[src/rtl/result_packetizer.sv]
// Result packetizer: turns one distance-processor result (lowest, highest,
// hitvector) into an 8-byte response frame for the UART transmitter.
// Frame: HEADER, lowest lo/hi, highest lo/hi, hitvector lo/hi, CHK, where
// CHK makes the mod-256 sum of bytes 1..7 equal zero. A configurable idle gap
// follows every frame before another result is accepted.
module result_packetizer #(
  parameter logic [7:0]  HEADER     = 8'hA5,
  parameter int unsigned GAP_CYCLES = 16
) (
  input  logic        clock,
  input  logic        reset,
  input  logic        flashin,
  input  logic [15:0] lowest,
  input  logic [15:0] highest,
  input  logic [15:0] hitvector,
  output logic [7:0]  byte_out,
  output logic        byte_valid,
  input  logic        byte_ready,
  output logic        busy,
  output logic        frame_done,
  output logic        overrun
);

  typedef enum logic [1:0] {
    IDLE = 2'd0,
    SEND = 2'd1,
    GAP  = 2'd2
  } state_t;

  // Terminal value of the gap counter; unused when the gap is disabled.
  localparam logic [15:0] GAP_LAST = (GAP_CYCLES > 0) ? 16'(GAP_CYCLES - 1) : 16'd0;

  state_t      state;
  logic [2:0]  idx;
  logic [15:0] cap_low;
  logic [15:0] cap_high;
  logic [15:0] cap_hit;
  logic [15:0] gap_cnt;

  logic [2:0]  next_idx;
  logic [7:0]  payload_sum;
  logic [7:0]  chk;
  logic [7:0]  next_byte;

  // Select the byte that follows the current one, checksum taken from the captured result.
  always_comb begin
    next_idx    = idx + 3'd1;
    payload_sum = cap_low[7:0] + cap_low[15:8] + cap_high[7:0] + cap_high[15:8]
                + cap_hit[7:0] + cap_hit[15:8];
    chk         = ~payload_sum + 8'd1;
    next_byte   = 8'h00;
    case (next_idx)
      3'd0:    next_byte = HEADER;
      3'd1:    next_byte = cap_low[7:0];
      3'd2:    next_byte = cap_low[15:8];
      3'd3:    next_byte = cap_high[7:0];
      3'd4:    next_byte = cap_high[15:8];
      3'd5:    next_byte = cap_hit[7:0];
      3'd6:    next_byte = cap_hit[15:8];
      default: next_byte = chk;
    endcase
  end

  // Frame sequencer: capture in IDLE, hand bytes out under valid/ready, then hold off for the gap.
  always_ff @(posedge clock) begin
    if (!reset) begin
      state      <= IDLE;
      idx        <= 3'd0;
      cap_low    <= 16'd0;
      cap_high   <= 16'd0;
      cap_hit    <= 16'd0;
      gap_cnt    <= 16'd0;
      byte_out   <= 8'd0;
      byte_valid <= 1'b0;
      busy       <= 1'b0;
      frame_done <= 1'b0;
      overrun    <= 1'b0;
    end else begin
      frame_done <= 1'b0;
      overrun    <= 1'b0;
      case (state)
        IDLE: begin
          if (flashin) begin
            cap_low    <= lowest;
            cap_high   <= highest;
            cap_hit    <= hitvector;
            idx        <= 3'd0;
            byte_out   <= HEADER;
            byte_valid <= 1'b1;
            busy       <= 1'b1;
            state      <= SEND;
          end
        end
        SEND: begin
          if (flashin) begin
            overrun <= 1'b1;
          end
          if (byte_valid && byte_ready) begin
            if (idx != 3'd7) begin
              idx      <= next_idx;
              byte_out <= next_byte;
            end else begin
              idx        <= 3'd0;
              byte_valid <= 1'b0;
              frame_done <= 1'b1;
              gap_cnt    <= 16'd0;
              if (GAP_CYCLES > 0) begin
                state <= GAP;
              end else begin
                state <= IDLE;
                busy  <= 1'b0;
              end
            end
          end
        end
        GAP: begin
          if (flashin) begin
            overrun <= 1'b1;
          end
          if (gap_cnt == GAP_LAST) begin
            state <= IDLE;
            busy  <= 1'b0;
          end else begin
            gap_cnt <= gap_cnt + 16'd1;
          end
        end
        default: begin
          state      <= IDLE;
          busy       <= 1'b0;
          byte_valid <= 1'b0;
        end
      endcase
    end
  end

endmodule

[config.mk]
export PLATFORM = sky130hd
export DESIGN_NAME = result_packetizer
export DESIGN_NICKNAME = d
export VERILOG_FILES = /design/src/rtl/result_packetizer.sv
export SDC_FILE = /design/constraint.sdc
export NUM_CORES = 1
export LEC_CHECK = 0
export BUFFER_PORTS_ARGS = -buffer_cell sky130_fd_sc_hd__buf_4
export CAP_MARGIN = 5
export CELL_PAD_IN_SITES_DETAIL_PLACEMENT = 1
export CELL_PAD_IN_SITES_GLOBAL_PLACEMENT = 1
export CORE_MARGIN = 2
export CORE_UTILIZATION = 34
export CTS_CLUSTER_SIZE = 8
export DETAILED_ROUTE_END_ITERATION = 12
export HOLD_SLACK_MARGIN = 0.1
export PLACE_DENSITY_LB_ADDON = 0.1
export SLEW_MARGIN = 40
export SYNTH_ARGS = -nofsm -noshare
export SYNTH_HDL_FRONTEND = slang
export SYNTH_SLANG_ARGS = --single-unit
[constraint.sdc]
create_clock -name clock -period 5.7 [get_ports clock]
set_clock_uncertainty 0.05 [all_clocks]
set_input_delay 1.14 -clock clock [delete_from_list [all_inputs] [get_ports clock]]
set_output_delay 1.14 -clock clock [all_outputs]
set_load 0.005 [all_outputs]
# Word-level counts from Yosys, hierarchy flattened
# Index checks and enable logic that the tools add are counted.
# op_classes
n_addsub	8
eq_ne	16
muxes	26
n_bitwise	3
reduce_logical	15
# ops
operator	count
$pmux 8 s7	1
$mux 16	3
$add 8x8->8	5
$pmux 16 s2	1
$mux 8	3
$add 16x1->16 const B	1
$eq 16x4->1 const B	1
$pmux 8 s2	1
$reduce_and 4->1	4
$ne 2x2->1 const B	6
$eq 3x3->1 const B	3
$mux 3	3
$reduce_and 3->1	3
$add 8x1->8 const B	1
$mux 2	4
$not 8->8	1
$eq 3x2->1 const B	2
$mux 1	6
$pmux 1 s3	2
$pmux 2 s3	1
$pmux 3 s2	1
$reduce_and 2->1	2
$reduce_bool 2->1	2
$add 3x1->3 const B	1
9 further kinds	10
# word_totals
reg_bits	81
output_inout_bits	12
wordCells	79

# Depth between registers and ports, before layout
# Gate-level depths: netlist of run 1.
# depth
word_depth	11
mapped_depth	15

# Worst setup path after synthesis of run 1
# No wires, ideal clock.
# synth_path
path_kind	flip-flop to flip-flop
start	reg cap_low[2]
end	reg byte_out[7]
setup_time_ns	0.122
arrival_time_ns	3.747
required_time_ns	5.528
setup_slack_ns	1.781
path_stages_with_launch	15
n_path_buf	0
synth_period_minus_slack_ns	3.919
path_cell_list	dfxtp_1 > inv_1 > fa_1 > inv_1 > fa_1 > fa_1 > ha_1 > inv_1 > fa_1 > xnor2_1 > nor4b_1 > o211ai_1 > xnor2_1 > a221oi_1 > nor2_1
# synth_between
elab_chain_cells	11
# synth_lines
item	line	rtl
start, declared	35	logic [15:0] cap_low;
start signal, assigned	84	cap_low <= lowest;
$add 8x8->8 (3 in series)	48	payload_sum = cap_low[7:0] + cap_low[15:8] + cap_high[7:0] + cap_high[15:8]
$add 8x8->8 (2 in series)	49	+ cap_hit[7:0] + cap_hit[15:8];
$not 8->8	50	chk = ~payload_sum + 8'd1;
$add 8x1->8	50	
$pmux 8 s7	52	case (next_idx)
$mux 8	99	if (idx != 3'd7) begin
$mux 8	98	if (byte_valid && byte_ready) begin
$pmux 8 s2	81	case (state)
end signal, assigned	101	byte_out <= next_byte;
end, declared	16	output logic [7:0] byte_out,
# Every way passes these cells. The select of a mux whose other input is x is not followed.
# A chain may end at the register's enable or synchronous reset.

# Worst setup path after layout of run 1
# layout_path
start	reg cap_high[10]
end	reg byte_out[7]
# layout_between
elab_chain_cells	9
# layout_lines
item	line	rtl
start, declared	36	logic [15:0] cap_high;
start signal, assigned	85	cap_high <= highest;
$add 8x8->8	48	
$add 8x8->8 (2 in series)	49	
$not 8->8	50	
$add 8x1->8	50	
$pmux 8 s7	52	
$mux 8	99	
$mux 8	98	
$pmux 8 s2	81	
# Every way passes these cells. The select of a mux whose other input is x is not followed.

==> reports/metrics.csv, run 1 <==
metric,value,unit
status,finished clean,
wirelength,12700,µm
async_flop_share,0,%
syn_area,4610,µm²
track_usage,18.5,%
fin_crit_sh,72.7,%
cp-end-kind,flop,
p_leak,2.24,nW
insertion_delay,0.35,ns
grt_pass1_vias,4060,
core_area,13200,µm²
peakVddDrop,0.218,mV
reg2reg_from,cap_high[10],
syn-num-nets,658,
min_period,4.15,ns
design_area,5500,µm²
ios,64,
postCtsSetupRepairBufs,0,
grt_max_degree,60,
hp-start,cap_low[5],
die_x,120,µm
die_area,14500,µm²
cts_tree,built,
worstHoldPathType,flop to flop,
num_rows,42,
ys_warn_count,0,
fin_util,41.5,%
start_util,34.8,%
ys_ff_latch,81,
ys_types,50,
diodes,0,
use_met2,28.9,%
required,5.88,ns
yosysSeqAreaShare,35.2,%
clk_pin_slew,0.06,ns
critical_path_arrival,4.33,ns
grt_antenna_before_repair,0,
layout_common_cells,"120 x nand2_1, 81 x dfxtp_1, 66 x a21oi_1",
ant_nets,0,
setup_viol,0,
slew_headroom,46.7,%
met1_usage,25.2,%
grt_first_pass_wirelength,20700,µm
rsz0062_at_grt,false,
startpoint_type,flop,
syn_inst,562,
drt_iter0_markers,212,
h-tree-depth,3,
fin_tns_setup,0,ns
cts_resized,0,
report.final.hold_viol_count,0,
portBuffers,63,
cp_max_fo,3,
dp_slack,1.55,ns
fin_ws,1.55,ns
dpl.cell_count,777,
synth_edf_count,0,
synthFlopType,dfxtp_1,
syn_area_per_cell,8.21,µm²
p_per_area,496,nW/µm²
fin_nets,708,
fmax,241,MHz
grt_use_met3,3.77,%
cts_hold_buf,0,
cts_inserted_buffers,9,
die-height,120,µm
viasPerCell,4.97,
first_pass_iters,5,
place_area,5210,µm²
globalplace.congestion,0.827,
worstSetupPathType,flop to flop,
critPathLaunch,cap_high[10],
grt.overflow.total,0,
fill_cells,1624,
cts_root_buffer,clkbuf_16,
drive_gt1_share,14.1,%
layout_commonest_cell,nand2_1,
cts_sinks,81,
area_delta_synth_final,19.3,%
vias,3937,
fin_cells,792,
busiest_layer,met2,
cts_max_path_buffers,2,
worst_pin_slew,0.799,ns
maxSlewViolCount,0,
wl_per_cell,16.1,µm
hpwl,9540,µm
maxCapViolations,0,
drc,0,
-- path summary, 6_finish.rpt --
kind	end	depth (start not counted)	slack, ns
worst max register to register	byte_out[7]	14	1.55
worst min register to register	cap_low[5]	2	0.41
worst min-delay path	cap_low[5]	2	0.41
worst max-delay path	byte_out[7]	14	1.55
-- critical path, stage by stage, from the launching register on --
cell and delay [ns]:
dfxtp_1 0.35, inv_1 0.07, fa_1 0.54, inv_1 0.07, fa_1 0.46, fa_1 0.55
ha_1 0.17, inv_1 0.06, fa_1 0.40, xnor2_1 0.18, nor4b_1 0.45, o211ai_1 0.18
xnor2_1 0.18, a221oi_1 0.25, nor2_1 0.06
-- power breakdown --
group	internal [mW]	switching (mW)	total, mW	leakage, nW
Sequential	0.671	0.0890	0.760	0.662
Clock	0.335	0.225	0.560	0.139
Combinational	0.583	0.825	1.41	1.44
-- kinds of logic (layout without fill, tap and decap cells) --
| family | count (synthesis) | after routing | share of synthesized area (%) |
|---|---|---|---|
| DFF | 81 | 81 | 35.2 |
| xor gates and xnor gates | 28 | 28 | 5.61 |
| AOI/OAI and AO/OA | 117 | 117 | 15.5 |
| and+or+nand+nor | 195 | 195 | 18.5 |
| adders and majority gates | 44 | 44 | 16.3 |
| buffers and inverters | 92 | 146 | 7.78 |
| muxes | 5 | 5 | 1.08 |
-- cell usage after synthesis, types with 5 or more instances --
cell type | number | area [µm²]
a21oi_1 | 66 | 330
a222oi_1 | 11 | 110
clkbuf_1 | 22 | 82.6
dfxtp_1 | 81 | 1620
fa_1 | 27 | 541
ha_1 | 17 | 213
inv_1 | 65 | 244
mux2i_1 | 5 | 50.1
nand2_1 | 120 | 450
nand3_1 | 8 | 40.0
nor2_1 | 31 | 116
nor3_1 | 7 | 35.0
o21ai_0 | 15 | 75.1
xnor2_1 | 13 | 114
xor2_1 | 14 | 123
-- registers in the layout, summed over array words and instances (netlist names) --
signal      count
busy            1
byte_out        8
byte_valid      1
cap_high       16
cap_hit        16
cap_low        16
frame_done      1
gap_cnt        16
idx             3
overrun         1
state           2
-- through the flow --
| step | power, mW | hold WS [ns] |
|---|---|---|
| 2_1_floorplan | 1.81 | 0.386 |
| 3_3_place_gp | 2.15 | 0.397 |
| 3_5_place_dp | 2.19 | 0.408 |
| 4_1_cts | 2.76 | 0.411 |
| 5_1_grt | 3.00 | 0.430 |
| 6_report | 2.73 | 0.408 |
-- metal layers --
layer	up-vias	routed length, µm
li1	1949	-
met4	0	216
met2	68	5850
met3	17	546
met5	-	0
met1	1903	6130
-- final cells by class --
cell class	count	area, µm²	share of cell area [%]
multi-input cells	389	2650	48.1
flip-flops and latches	81	1620	29.5
repair buffers	64	480	8.73
inverters	67	254	4.62
clock buffers	11	233	4.23
well taps	176	220	4.00
clock inverters	4	45.0	0.819
Power figures use the tool's default switching activity.
==> run 2: changes to the inputs <==
==> constraint.sdc (replaced) <==
create_clock -name clock -period 3.4 [get_ports clock]
set_clock_uncertainty 0.05 [all_clocks]
set_input_delay 0.68 -clock clock [delete_from_list [all_inputs] [get_ports clock]]
set_output_delay 0.68 -clock clock [all_outputs]
set_load 0.005 [all_outputs]
==> reports/metrics.csv, run 2 (same netlist as run 1, synthesis figures left out) <==
metric,value,unit
fin_util,45.1,%
worstSetupPathType,flop to flop,
diodes,0,
ios,64,
wirelength,13700,µm
cts_sinks,81,
peakVddDrop,0.388,mV
fin_tns_setup,-1.92,ns
drive_gt1_share,24.7,%
required,3.56,ns
status,"complete, but fails checks",
slew_headroom,44.7,%
area_delta_synth_final,29.6,%
drt_iter0_markers,220,
globalplace.congestion,0.885,
worst_pin_slew,0.822,ns
insertion_delay,0.35,ns
fmax,258,MHz
drc,0,
cts_tree,built,
layout_common_cells,"120 x nand2_1, 113 x buf_4, 75 x dfxtp_1",
design_area,5980,µm²
maxCapViolations,0,
crit_slowest_cell,fa_1,
cp-end-kind,flop,
die-height,120,µm
p_per_area,914,nW/µm²
min_period,3.88,ns
core_area,13200,µm²
maxSlewViolCount,0,
die_x,120,µm
dp_slack,-0.576,ns
vias,4182,
critPathLaunch,cap_hit[10],
fin_crit_sh,114,%
num_rows,42,
crit_buf_inv,4,
violations,negative setup slack,
crit_family,adder cells,
setup_viol,5,
critical_path_arrival,4.04,ns
report.final.hold_viol_count,0,
startpoint_type,flop,
hp-start,cap_low[11],
cpPeakStageDelay,0.55,ns
fin_nets,759,
die_area,14500,µm²
grt.overflow.total,0,
dpl.cell_count,824,
cts_root_buffer,clkbuf_16,
worstHoldPathType,flop to flop,
layout_commonest_cell,nand2_1,
h-tree-depth,3,
fin_ws,-0.481,ns
portBuffers,63,
place_area,5590,µm²
ant_nets,0,
cts_max_path_buffers,2,
grt_first_pass_wirelength,22600,µm
wl_per_cell,16.3,µm
reg2reg_from,cap_hit[10],
track_usage,20.3,%
path_cells,inv_2 > fa_1 > inv_2 > fa_1 > fa_1 > ha_2 > inv_2 > fa_2 > buf_6 > nand3b_1 > nor2_2 > o211ai_1 > nor2b_1 > a21oi_1 > o31ai_1,
start_util,34.8,%
hpwl,10300,µm
cp_max_fo,2,
viasPerCell,4.95,
grt_antenna_before_repair,0,
fin_cells,844,
grt_pass1_vias,4496,
clk_pin_slew,0.06,ns
grt_max_degree,60,
cts_inserted_buffers,9,
power,5.47,mW
p_leak,2.52,nW
timing.hold.ws,0.411,ns
rsz0062_at_grt,true,
first_pass_iters,5,
[run 2: final timing paths]
check / end / slack [ns] / cells after the start
setup / recovery: byte_out[6] / -0.48 / 15
hold / removal: cap_low[11] / 0.41 / 2
setup reg to reg: byte_out[6] / -0.48 / 15
hold reg to reg: cap_low[11] / 0.41 / 2
[run 2: final cells by class]
type | instances | area, µm²
Fill cell | 1620 | 7260
Multi-Input combinational cell | 389 | 2720
Sequential cell | 81 | 1630
Timing Repair Buffer | 115 | 871
Clock buffer | 14 | 254
Inverter | 67 | 251
Tap cell | 176 | 220
Clock inverter | 2 | 37.5
[run 2: worst min-delay path, cell delays in order (launching register included)]
cell     delay (ns)
dfxtp_1        0.31
nand2_1        0.05
a21oi_1        0.05
[run 2: layer usage]
| metal | track usage [%] | vias up | wire (µm) |
|---|---|---|---|
| met5 | 0 | - | 0 |
| met4 | 8.14 | 0 | 257 |
| met3 | 2.92 | 15 | 377 |
| met2 | 33.5 | 58 | 6520 |
| li1 | - | 2053 | - |
| met1 | 26.7 | 2056 | 6580 |
[run 2: report_power, final]
part           leakage, nW  internal, mW  total (mW)  switching [mW]
logic                 1.72          1.55        3.23            1.68
registers            0.664          1.13        1.25           0.124
clock network        0.137         0.591       0.988           0.397
[run 2: repair_timing]
item,4_1_cts,5_1_grt
setup endpoints to repair,5,5
setup buffers,4,1
hold endpoints to repair,0,0
resized for setup,17,7
hold buffers,0,0
cloned,0,0
pin swaps,17,11
